--- config.mk ---
export PLATFORM = sky130hd
export DESIGN_NAME = tone_sequencer
export DESIGN_NICKNAME = d
export VERILOG_FILES = /design/src/rtl/audio_pkg.sv /design/src/rtl/dds_phase_acc.sv /design/src/rtl/tone_sequencer.sv
export SDC_FILE = /design/constraint.sdc
export NUM_CORES = 1
export LEC_CHECK = 0
export CORE_ASPECT_RATIO = 0.8
export CORE_UTILIZATION = 45
export DETAILED_ROUTE_END_ITERATION = 10
export GPL_TIMING_DRIVEN = 1
export PLACE_DENSITY = 0.81
export RECOVER_POWER = 50
export SYNTH_ARGS = -nofsm -noshare
export SYNTH_HDL_FRONTEND = slang
export SYNTH_SLANG_ARGS = --single-unit
--- constraint.sdc ---
create_clock -name clk -period 4.03 [get_ports clk]
set_input_delay 1.209 -clock clk [delete_from_list [all_inputs] [get_ports clk]]
set_output_delay 1.209 -clock clk [all_outputs]
set_load 0.02 [all_outputs]
--- src/rtl/audio_pkg.sv ---
// audio_pkg: definitions shared by the tone sequencer and its phase accumulator.
//   - FSM state encoding (plain localparams so older code can keep using them)
//   - default widths
//   - note-word field layout: {inc, dur}, where inc sits above dur
//   - END_DUR: a note with this duration marks the end of the table
package audio_pkg;

    localparam int PHASE_W_DEF = 16;
    localparam int ROM_AW_DEF  = 8;
    localparam int DUR_W_DEF   = 16;
    localparam int NOTE_AW_DEF = 6;
    localparam int SAMPLE_W    = 16;

    // Note word field positions at the default widths.
    localparam int NOTE_INC_MSB = PHASE_W_DEF + DUR_W_DEF - 1;
    localparam int NOTE_INC_LSB = DUR_W_DEF;
    localparam int NOTE_DUR_MSB = DUR_W_DEF - 1;
    localparam int NOTE_DUR_LSB = 0;

    localparam int END_DUR = 0;

    localparam logic [1:0] ST_IDLE    = 2'd0;
    localparam logic [1:0] ST_FETCH_A = 2'd1;
    localparam logic [1:0] ST_FETCH_D = 2'd2;
    localparam logic [1:0] ST_PLAY    = 2'd3;

endpackage

--- src/rtl/dds_phase_acc.sv ---
// dds_phase_acc: DDS phase accumulator.
//   clk, rst  : clock, synchronous active-high reset
//   clear     : phase <= 0 (start of a new melody)
//   load_inc  : latch inc_in as the current phase increment
//   inc_in    : increment from the note table
//   advance   : phase <= phase + inc_r, wrapping modulo 2^PHASE_W
//   inc_r     : currently latched increment
//   rom_addr  : top ROM_AW bits of the registered phase
module dds_phase_acc #(
    parameter int PHASE_W = 16,
    parameter int ROM_AW  = 8
) (
    input  logic               clk,
    input  logic               rst,
    input  logic               clear,
    input  logic               load_inc,
    input  logic [PHASE_W-1:0] inc_in,
    input  logic               advance,
    output logic [PHASE_W-1:0] inc_r,
    output logic [ROM_AW-1:0]  rom_addr
);

    logic [PHASE_W-1:0] phase;

    always_ff @(posedge clk) begin
        if (rst) begin
            phase <= '0;
            inc_r <= '0;
        end else begin
            // A rest has inc_r == 0, so advancing leaves the phase unchanged.
            if (clear)
                phase <= '0;
            else if (advance)
                phase <= phase + inc_r;
            if (load_inc)
                inc_r <= inc_in;
        end
    end

    assign rom_addr = phase[PHASE_W-1 -: ROM_AW];

endmodule

--- src/rtl/tone_sequencer.sv ---
// tone_sequencer: walks a note table and feeds sine-ROM samples to the I2S driver.
//   clk, rst   : bit clock, synchronous active-high reset
//   start/stop : one-cycle pulses to begin playback / abort it (stop wins)
//   loop_en    : at the end of the table, restart from note 0
//   req        : driver sample request
//   sample     : sample register feeding the driver idata
//   rom_addr   : sine ROM address, rom_data: registered sine ROM output
//   note_addr  : note-table address, note_data: registered {inc, dur} word
//   busy       : not idle, done: end of a non-looping run, underrun: sticky
module tone_sequencer
    import audio_pkg::*;
#(
    parameter int PHASE_W = PHASE_W_DEF,
    parameter int ROM_AW  = ROM_AW_DEF,
    parameter int DUR_W   = DUR_W_DEF,
    parameter int NOTE_AW = NOTE_AW_DEF
) (
    input  logic                     clk,
    input  logic                     rst,
    input  logic                     start,
    input  logic                     stop,
    input  logic                     loop_en,
    input  logic                     req,
    output logic [SAMPLE_W-1:0]      sample,
    output logic [ROM_AW-1:0]        rom_addr,
    input  logic [SAMPLE_W-1:0]      rom_data,
    output logic [NOTE_AW-1:0]       note_addr,
    input  logic [PHASE_W+DUR_W-1:0] note_data,
    output logic                     busy,
    output logic                     done,
    output logic                     underrun
);

    logic [1:0]         state;
    logic [NOTE_AW-1:0] note_idx;
    logic [DUR_W-1:0]   dur_cnt;
    logic [PHASE_W-1:0] inc_r;
    // Set when the last table slot has finished: the next fetch is then
    // handled as an end marker instead of letting note_idx wrap to 0.
    logic               last_note;

    logic [PHASE_W-1:0] note_inc;
    logic [DUR_W-1:0]   note_dur;
    logic               is_end;
    logic               play_req;

    assign note_inc = note_data[PHASE_W+DUR_W-1:DUR_W];
    assign note_dur = note_data[DUR_W-1:0];
    assign is_end   = (note_dur == DUR_W'(END_DUR)) || last_note;
    assign play_req = (state == ST_PLAY) && req && !stop;

    dds_phase_acc #(
        .PHASE_W (PHASE_W),
        .ROM_AW  (ROM_AW)
    ) u_dds (
        .clk      (clk),
        .rst      (rst),
        .clear    ((state == ST_IDLE) && start && !stop),
        .load_inc ((state == ST_FETCH_D) && !stop),
        .inc_in   (note_inc),
        .advance  (play_req),
        .inc_r    (inc_r),
        .rom_addr (rom_addr)
    );

    assign note_addr = note_idx;
    assign busy      = (state != ST_IDLE);

    always_ff @(posedge clk) begin
        if (rst) begin
            state     <= ST_IDLE;
            note_idx  <= '0;
            dur_cnt   <= '0;
            last_note <= 1'b0;
            sample    <= '0;
            done      <= 1'b0;
            underrun  <= 1'b0;
        end else begin
            done <= 1'b0;
            if (stop) begin
                // Stop while idle also swallows a coincident start.
                if (state != ST_IDLE) begin
                    state  <= ST_IDLE;
                    sample <= '0;
                end
            end else begin
                case (state)
                    ST_IDLE: begin
                        if (start) begin
                            state     <= ST_FETCH_A;
                            note_idx  <= '0;
                            underrun  <= 1'b0;
                            last_note <= 1'b0;
                        end
                    end
                    ST_FETCH_A: begin
                        if (req)
                            underrun <= 1'b1;
                        state <= ST_FETCH_D;
                    end
                    ST_FETCH_D: begin
                        if (req)
                            underrun <= 1'b1;
                        last_note <= 1'b0;
                        if (is_end) begin
                            if (loop_en) begin
                                note_idx <= '0;
                                state    <= ST_FETCH_A;
                            end else begin
                                state  <= ST_IDLE;
                                done   <= 1'b1;
                                sample <= '0;
                            end
                        end else begin
                            dur_cnt <= note_dur;
                            state   <= ST_PLAY;
                        end
                    end
                    default: begin // ST_PLAY
                        if (req) begin
                            sample  <= (inc_r == '0) ? '0 : rom_data;
                            dur_cnt <= dur_cnt - DUR_W'(1);
                            if (dur_cnt == DUR_W'(1)) begin
                                state <= ST_FETCH_A;
                                if (&note_idx)
                                    last_note <= 1'b1;
                                else
                                    note_idx <= note_idx + NOTE_AW'(1);
                            end
                        end
                    end
                endcase
            end
        end
    end

endmodule

==> summary.md, run 1 <==
| Metric | Value |
|---|---|
| Drt initial violations | `~360` |
| Minimum clock period | `around 3.4 ns` |
| Number of top-level design ports | `87` |
| Instance count of the mapped netlist | `between 500 and 600` |
| Reg clk slew, reported paths | `about 0.05 ns` |
| Post-synth EDFFs | `0` |
| Area of the placeable core | `~9000 um2` |
| Number of buffers added on ports | `86` |
| Worst slew margin relative to its limit | `0.2502` |
| Worst path max stage delay | `~0.9 ns` |
| Post-CTS Hold Buffers | `0` |
| Number of CTS-inserted buffers | `9` |
| Cell Chain, Critical Path | `clkdlybuf4s50_1, nor4_1, a41o_1, a31oi_1, o21ai_0, a21oi_1, a22o_1` |
| Worst endpoint data arrival time | `3.63 ns` |
| Area share of the largest cell type after synthesis | `0.3590` |
| Drt wl/cell | `roughly 15 um` |
| Post-Syn Area | `4183 um2` |
| Initial cell density of the core | `0.4628` |
| Antenna violations before repair | `0` |
| TritonRoute pass-1 iters | `5` |
| Maximum frequency from static timing analysis | `298.3 MHz` |
| Ys Warns | `0` |
| Via count normalized by instance count | `slightly below 6` |
| Drc violations | `0` |
| Routability cong. | `about 0.96` |
| Clock tree root driver cell | `sky130_fd_sc_hd__clkbuf_16` |
| Startpoint types | `primary input` |
| Syn nets | `about 620` |
| Remaining Overflow, GRT | `0` |
| Dpl cells | `a little over 700` |
| Layout Nets | `just under 700` |
| Cell variety after synth | `59` |
| Overall die area | `roughly 9700 um2` |
| Power density over the cells | `316.2 nW/um2` |
| Standby leakage power | `about 2.1 nW` |
| First-pass GRT wire length | `approximately 18,000 um` |
| Cell family contributing the most delay on the critical path | `compound AO/OA/AOI/OAI gates` |
| Most repeated cell in the gate-level netlist after synthesis | `sky130_fd_sc_hd__nand2_1` |
| Crit path max-delay cell type | `sky130_fd_sc_hd__a21oi_1` |
| Estimated wirelength of the detail-placed design | `approximately 8200 um` |
| Number of buffers on the longest clock path | `2` |
| Number of global-route vias before repair | `3,838` |
| Final-report max-slew violation count | `0` |
| Area growth from synthesis to layout | `28.27%` |
| Fraction of the yosys area taken by sequential cells | `0.3590` |
| Least-Margin Pin Slew | `1.125 ns` |
| #FFs+latches synth | `75` |
| Non-filler instance count after layout | `between 700 and 800` |
| Crit end category | `flop` |
| Count of buffers added by post-CTS timing repair for setup | `0` |
| Maximum number of pins on one net before global-route repair | `38` |
| Worst voltage drop across the vdd grid | `around 270 uV` |
| Setup Viol. Count Final | `0` |
| Biggest area contributors in the synthesized netlist | `sky130_fd_sc_hd__dfxtp_1 (36%), sky130_fd_sc_hd__nand2_1 (7.6%), sky130_fd_sc_hd__a21oi_1 (7.2%)` |
| Final Skew | `about 0.0074 ns` |
| Top flip-flop cell by instance count after synthesis | `sky130_fd_sc_hd__dfxtp_1` |
| Required time reported for the critical path endpoint | `4.31 ns` |
| Overall Power | `about 1.7 mW` |
| Maximum capacitance violations | `0` |
| Final critical-path share of the clock period | `0.8318` |
| Post-cts gate resize count | `0` |
| Worst skew pair latency | `between 0.3 and 0.4 ns` |
| Setup repair after global routing missed its margin | `false` |
| Chip Width | `about 110 um` |
| Avg Synthesized Cell Area | `around 7.8 um2` |
| Overall via count from detail_route | `~4,200` |
| Share of cells above drive strength 1 | `0.04715` |
| Total routing resource utilization after global routing | `0.2362` |
| TritonCTS sink count | `75` |
| Antenna Nets Post-Route | `0` |
| H-tree level count | `3` |
| Run status | `finished, final reports clean` |
| Worst Hold Slack | `about 0.46 ns` |
| Row count | `31` |
| Share of synthesized flip-flops with an asynchronous set or reset | `0` |
| Setup_tns | `0 ns` |
| Total inserted antenna cells | `0` |
| Critical-path maximum fanout | `16` |
| CTS tree | `yes` |
| Most numerous cell types in the synthesized netlist | `sky130_fd_sc_hd__nand2_1 (85), sky130_fd_sc_hd__dfxtp_1 (75), sky130_fd_sc_hd__a21oi_1 (60), sky130_fd_sc_hd__nor2_1 (46), sky130_fd_sc_hd__o21ai_0 (34)` |
| Post-Route Utilization | `0.5937` |
| Classification of the worst setup path | `primary input to flop` |
| Die Y | `between 80 and 90 um` |
| Buf/Inv on CP | `1` |
| Top cell type by total area after synthesis | `sky130_fd_sc_hd__dfxtp_1` |
| Final Hold Viols | `0` |
| Total Wirelength | `~11,000 um` |
| Min-delay worst type | `flop to flop` |
-- area by class of cell --
cell class / instances / area (um2)
inverter: 17 / 63.81
clock inverter: 2 / 12.51
clock buffer: 12 / 256.5
multi-input combinational: 414 / 2459
fill: 809 / 3672
tap: 115 / 143.9
timing repair buffer: 95 / 928.4
sequential: 75 / 1501
-- per-layer routing --
metal,GRT usage,vias up,share of wire
met2,0.3784,140,0.47
met3,0.05449,23,0.057
met5,0,-,0
met1,0.3141,1960,0.45
li1,-,2100,-
met4,0.08000,0,0.020
-- per-stage QoR --
step | setup slack [ns] | cell area, um2
after global routing | 0.5356 | 5365
after floorplan | 1.260 | 4183
final | 0.6776 | 5365
after CTS | 0.6140 | 5373
after global placement | 0.3719 | 5104
after detailed placement | 0.2479 | 5104
-- tightest hold or removal path, cell delays in order, from the launching register on --
cell and delay, ns:
sky130_fd_sc_hd__dfxtp_1 0.31, sky130_fd_sc_hd__nand2_1 0.05, sky130_fd_sc_hd__a21oi_1 0.05
-- cells in the final DEF, fill, tap and decap left out, drive strengths merged, types with 3 or more instances in the layout --
cell           synthesis  routed
o31ai                  6       6
xnor2                  3       3
a31oi                  7       7
dfxtp                 75      75
nor3                  20      20
nor2b                  3       3
dlygate4sd3            0      33
o21ai                 36      36
buf                    9       9
nand2                 85      85
nor2                  47      47
and3                   6       6
and2                   3       3
ha                    22      22
o21a                   3       3
mux2i                  7       7
o21bai                 5       5
a22o                  18      18
inv                   16      16
clkbuf                24      12
clkdlybuf4s50          0      53
or3                    6       6
a21oi                 60      60
nand2b                 3       3
nor4                  14      14
a21o                   4       4
nand3                 11      11
nand4                  7       7
a211oi                 8       8
-- registers in the layout, summed over array words and instances (netlist names) --
name and cells:
done 1, dur_cnt 16, last_note 1, note_addr 6, sample 16, state 2, u_dds.inc_r 16, u_dds.phase 16
underrun 1
-- logic make-up (layout without fill, tap and decap cells) --
| family | count (synthesis) | in the layout | synth area share |
|---|---|---|---|
| AND/OR/NAND/NOR | 213 | 213 | 0.2402 |
| AO/OA/AOI/OAI | 167 | 167 | 0.2525 |
| adder cells (fa/ha/maj) | 23 | 23 | 0.07059 |
| XOR/XNOR | 4 | 4 | 0.008377 |
| buffers and inverters | 50 | 126 | 0.05264 |
| multiplexers | 7 | 7 | 0.01675 |
| flip-flops | 75 | 75 | 0.3590 |
-- worst paths after layout --
| kind | start | end | slack, ns | cells past startpoint |
|---|---|---|---|---|
| max reg2reg | state[0] | dur_cnt[0] | 1.08 | 8 |
| max | note_data[1] | sample[3] | 0.68 | 7 |
| min | u_dds.phase[6] | u_dds.phase[6] | 0.46 | 2 |
| min reg2reg | u_dds.phase[6] | u_dds.phase[6] | 0.46 | 2 |
-- where the power goes --
| part | switching [mW] | internal (mW) | total [mW] |
|---|---|---|---|
| Clock | 0.295 | 0.442 | 0.738 |
| Combinational | 0.105 | 0.0992 | 0.205 |
| Sequential | 0.00632 | 0.748 | 0.754 |
No activity file was read; power rests on OpenSTA's default activity.
==> run 2, diff against run 1 <==
--- a/config.mk
+++ b/config.mk
@@ -9,7 +9,7 @@
 export CORE_UTILIZATION = 45
 export DETAILED_ROUTE_END_ITERATION = 10
 export GPL_TIMING_DRIVEN = 1
-export PLACE_DENSITY = 0.81
+export PLACE_DENSITY = 0.83
 export RECOVER_POWER = 50
 export SYNTH_ARGS = -nofsm -noshare
 export SYNTH_HDL_FRONTEND = slang
==> constraint.sdc (replaced) <==
create_clock -name clk -period 2.8 [get_ports clk]
set_input_delay 0.84 -clock clk [delete_from_list [all_inputs] [get_ports clk]]
set_output_delay 0.84 -clock clk [all_outputs]
set_load 0.02 [all_outputs]
==> run 2 against run 1 <==
Flip-flop and latch count unchanged. Clock power up 59%. Highest routed layer unchanged. Largest cell class unchanged. Register-to-register slack worse by 0.67 ns.
==> summary.md, run 2 (synthesis gave the netlist of run 1 again) <==
| Metric | Value |
|---|---|
| Overall via count from detail_route | `approximately 4,300` |
| First-pass GRT wire length | `approximately 18,000 um` |
| Run status | `finished, final reports clean` |
| Critical-path maximum fanout | `9` |
| Number of CTS-inserted buffers | `9` |
| Least-Margin Pin Slew | `~0.59 ns` |
| Antenna Nets Post-Route | `0` |
| Row count | `31` |
| Minimum clock period | `between 2 and 3 ns` |
| TritonRoute pass-1 iters | `5` |
| Crit end category | `output port` |
| Worst slew margin relative to its limit | `0.6024` |
| CTS tree | `yes` |
| Worst Hold Slack | `about 0.46 ns` |
| H-tree level count | `3` |
| Combined area of the multi-input logic cells | `about 2500 um2` |
| Die Y | `~90 um` |
| Startpoint of the worst-slack reg-to-reg timing path | `u_dds.inc_r[0]` |
| Startpoint types | `flop` |
| Final Skew | `between 0.004 and 0.005 ns` |
| Overall die area | `a little under 10,000 um2` |
| Power density over the cells | `458.9 nW/um2` |
| Area used by sequential logic in the layout | `between 1500 and 2000 um2` |
| Sequential Power Share | `0.422` |
| Summed area of non-filler cells in the final layout | `5610 um2` |
| Setup Viol. Count Final | `0` |
| Comb power frac | `0.122` |
| Total routing resource utilization after global routing | `0.2436` |
| Layout Nets | `~710` |
| Clock tree root driver cell | `sky130_fd_sc_hd__clkbuf_16` |
| Count of buffers added by post-CTS timing repair for setup | `0` |
| Routability cong. | `~0.9` |
| Classification of the worst setup path | `flop to output port` |
| Cell area after placement | `5316 um2` |
| Area growth from synthesis to layout | `34.13%` |
| Total inserted antenna cells | `0` |
| Share of cells above drive strength 1 | `0.08580` |
| Min-Delay Endpoint | `u_dds.phase[5]` |
| Cell Int Power | `a little under 2 mW` |
| Number of top-level design ports | `87` |
| Worst skew pair latency | `~0.34 ns` |
| Final Hold Viols | `0` |
| Net load switching power | `606.4 uW` |
| Number of global-route vias before repair | `3,998` |
| Drt initial violations | `approximately 220` |
| Number of buffers on the longest clock path | `2` |
| Chip Width | `109.8 um` |
| Antenna violations before repair | `0` |
| Post-Route Utilization | `0.6208` |
| Portion of total power attributed to the clock network | `0.456` |
| Switching power as a share of total power | `0.2355` |
| Drc violations | `0` |
| Setup repair after global routing missed its margin | `false` |
| Final-report max-slew violation count | `0` |
| Count of filler cells inserted in the layout | `slightly below 800` |
| Launching element of the worst setup path | `state[0]` |
| Overall Power | `2.575 mW` |
| Hold-critical path depth | `2` |
| Via count normalized by instance count | `5.714` |
| Depth of the worst register-to-register path | `8` |
| Min-delay worst type | `flop to flop` |
| Area of the placeable core | `between 9000 and 10,000 um2` |
| Total Wirelength | `approximately 11,000 um` |
| R2R Setup Slk | `slightly above 0.4 ns` |
| Maximum capacitance violations | `0` |
| Estimated wirelength of the detail-placed design | `8316 um` |
| Worst voltage drop across the vdd grid | `roughly 360 uV` |
| Setup_tns | `0 ns` |
| Remaining Overflow, GRT | `0` |
| Reg clk slew, reported paths | `~0.06 ns` |
| Reg-to-Reg End | `u_dds.phase[10]` |
| Worst endpoint data arrival time | `1.85 ns` |
| Required time reported for the critical path endpoint | `approximately 2.0 ns` |
| Standby leakage power | `around 2.3 nW` |
| Final critical-path share of the clock period | `0.9592` |
| Most used cells in the layout excluding fill and tap cells | `sky130_fd_sc_hd__nand2_1 (85), sky130_fd_sc_hd__dfxtp_1 (75), sky130_fd_sc_hd__a21oi_1 (60)` |
| TritonCTS sink count | `between 70 and 80` |
| Startpoint of the worst hold path | `u_dds.phase[5]` |
| Number of buffers added on ports | `86` |
| Maximum number of pins on one net before global-route repair | `29` |
| Maximum frequency from static timing analysis | `roughly 370 MHz` |
| Most common cell after layout, fill and taps aside | `sky130_fd_sc_hd__nand2_1` |
| Drt wl/cell | `15.06 um` |
| Initial cell density of the core | `0.4628` |
==> run 2: changes by cell type in the layout (fill, tap and decap cells not counted), sizes merged <==
cell           before  now
dlygate4sd3        33   31
buf                 9   29
clkbuf             12   16
clkdlybuf4s50      53   55
clkinvlp            1    2
bufinv              0    1
==> run 2: cell type report <==
type / count / area share
Multi-Input combinational cell: 414 / 0.4411
Sequential cell: 75 / 0.2676
Timing Repair Buffer: 120 / 0.2003
Clock buffer: 11 / 0.04505
Tap cell: 115 / 0.02565
Inverter: 17 / 0.01137
Clock inverter: 4 / 0.008921
==> run 2: worst max-delay path: stages (launching register included) <==
cell and delay [ns]:
sky130_fd_sc_hd__dfxtp_1 0.37, sky130_fd_sc_hd__inv_1 0.12, sky130_fd_sc_hd__ha_2 0.26, sky130_fd_sc_hd__inv_1 0.14, sky130_fd_sc_hd__clkdlybuf4s50_1 0.62
==> run 2: repair_timing <==
| action | CTS | global route |
|---|---|---|
| hold buffers | 0 | 0 |
| resized for setup | 0 | 2 |
| setup endpoints to repair | 0 | 18 |
==> run 2: how the worst max path moves through the flow <==
stage,to,slack [ns],cells past startpoint
2_1_floorplan,sample[10],0.40,6
3_3_place_gp,sample[10],-0.20,9
3_5_place_dp,sample[8],-0.22,9
4_1_cts,busy,0.01,4
5_1_grt,note_addr[1],0.04,8
6_report,busy,0.11,4
==> run 2: power by group through the flow <==
stage          Clock [mW]  Combinational [mW]  Sequential (mW)
2_1_floorplan           0               0.162             1.11
3_3_place_gp            0               0.303             1.11
3_5_place_dp            0               0.309             1.11
4_1_cts              1.19               0.311             1.09
5_1_grt              1.23               0.342             1.09
6_report             1.17               0.315             1.09
==> run 2: layer usage <==
layer  global-route usage  vias to the layer above  wire (um)  part of all wire
li1                     -                     2148          -                 -
met1               0.3170                     2031       5106              0.45
met2               0.3943                      124       5536              0.49
met3              0.05302                       17        541             0.048
met4              0.09697                        0        204             0.018
met5                    0                        -          0                 0
==> run 2: metrics by stage <==
stage | instances | setup WS (ns)
floorplan | 539 | 0.3992
global placement | 741 | -0.2000
detailed placement | 741 | -0.2230
CTS | 756 | 0.01377
global route | 756 | 0.03768
finish | 756 | 0.1141
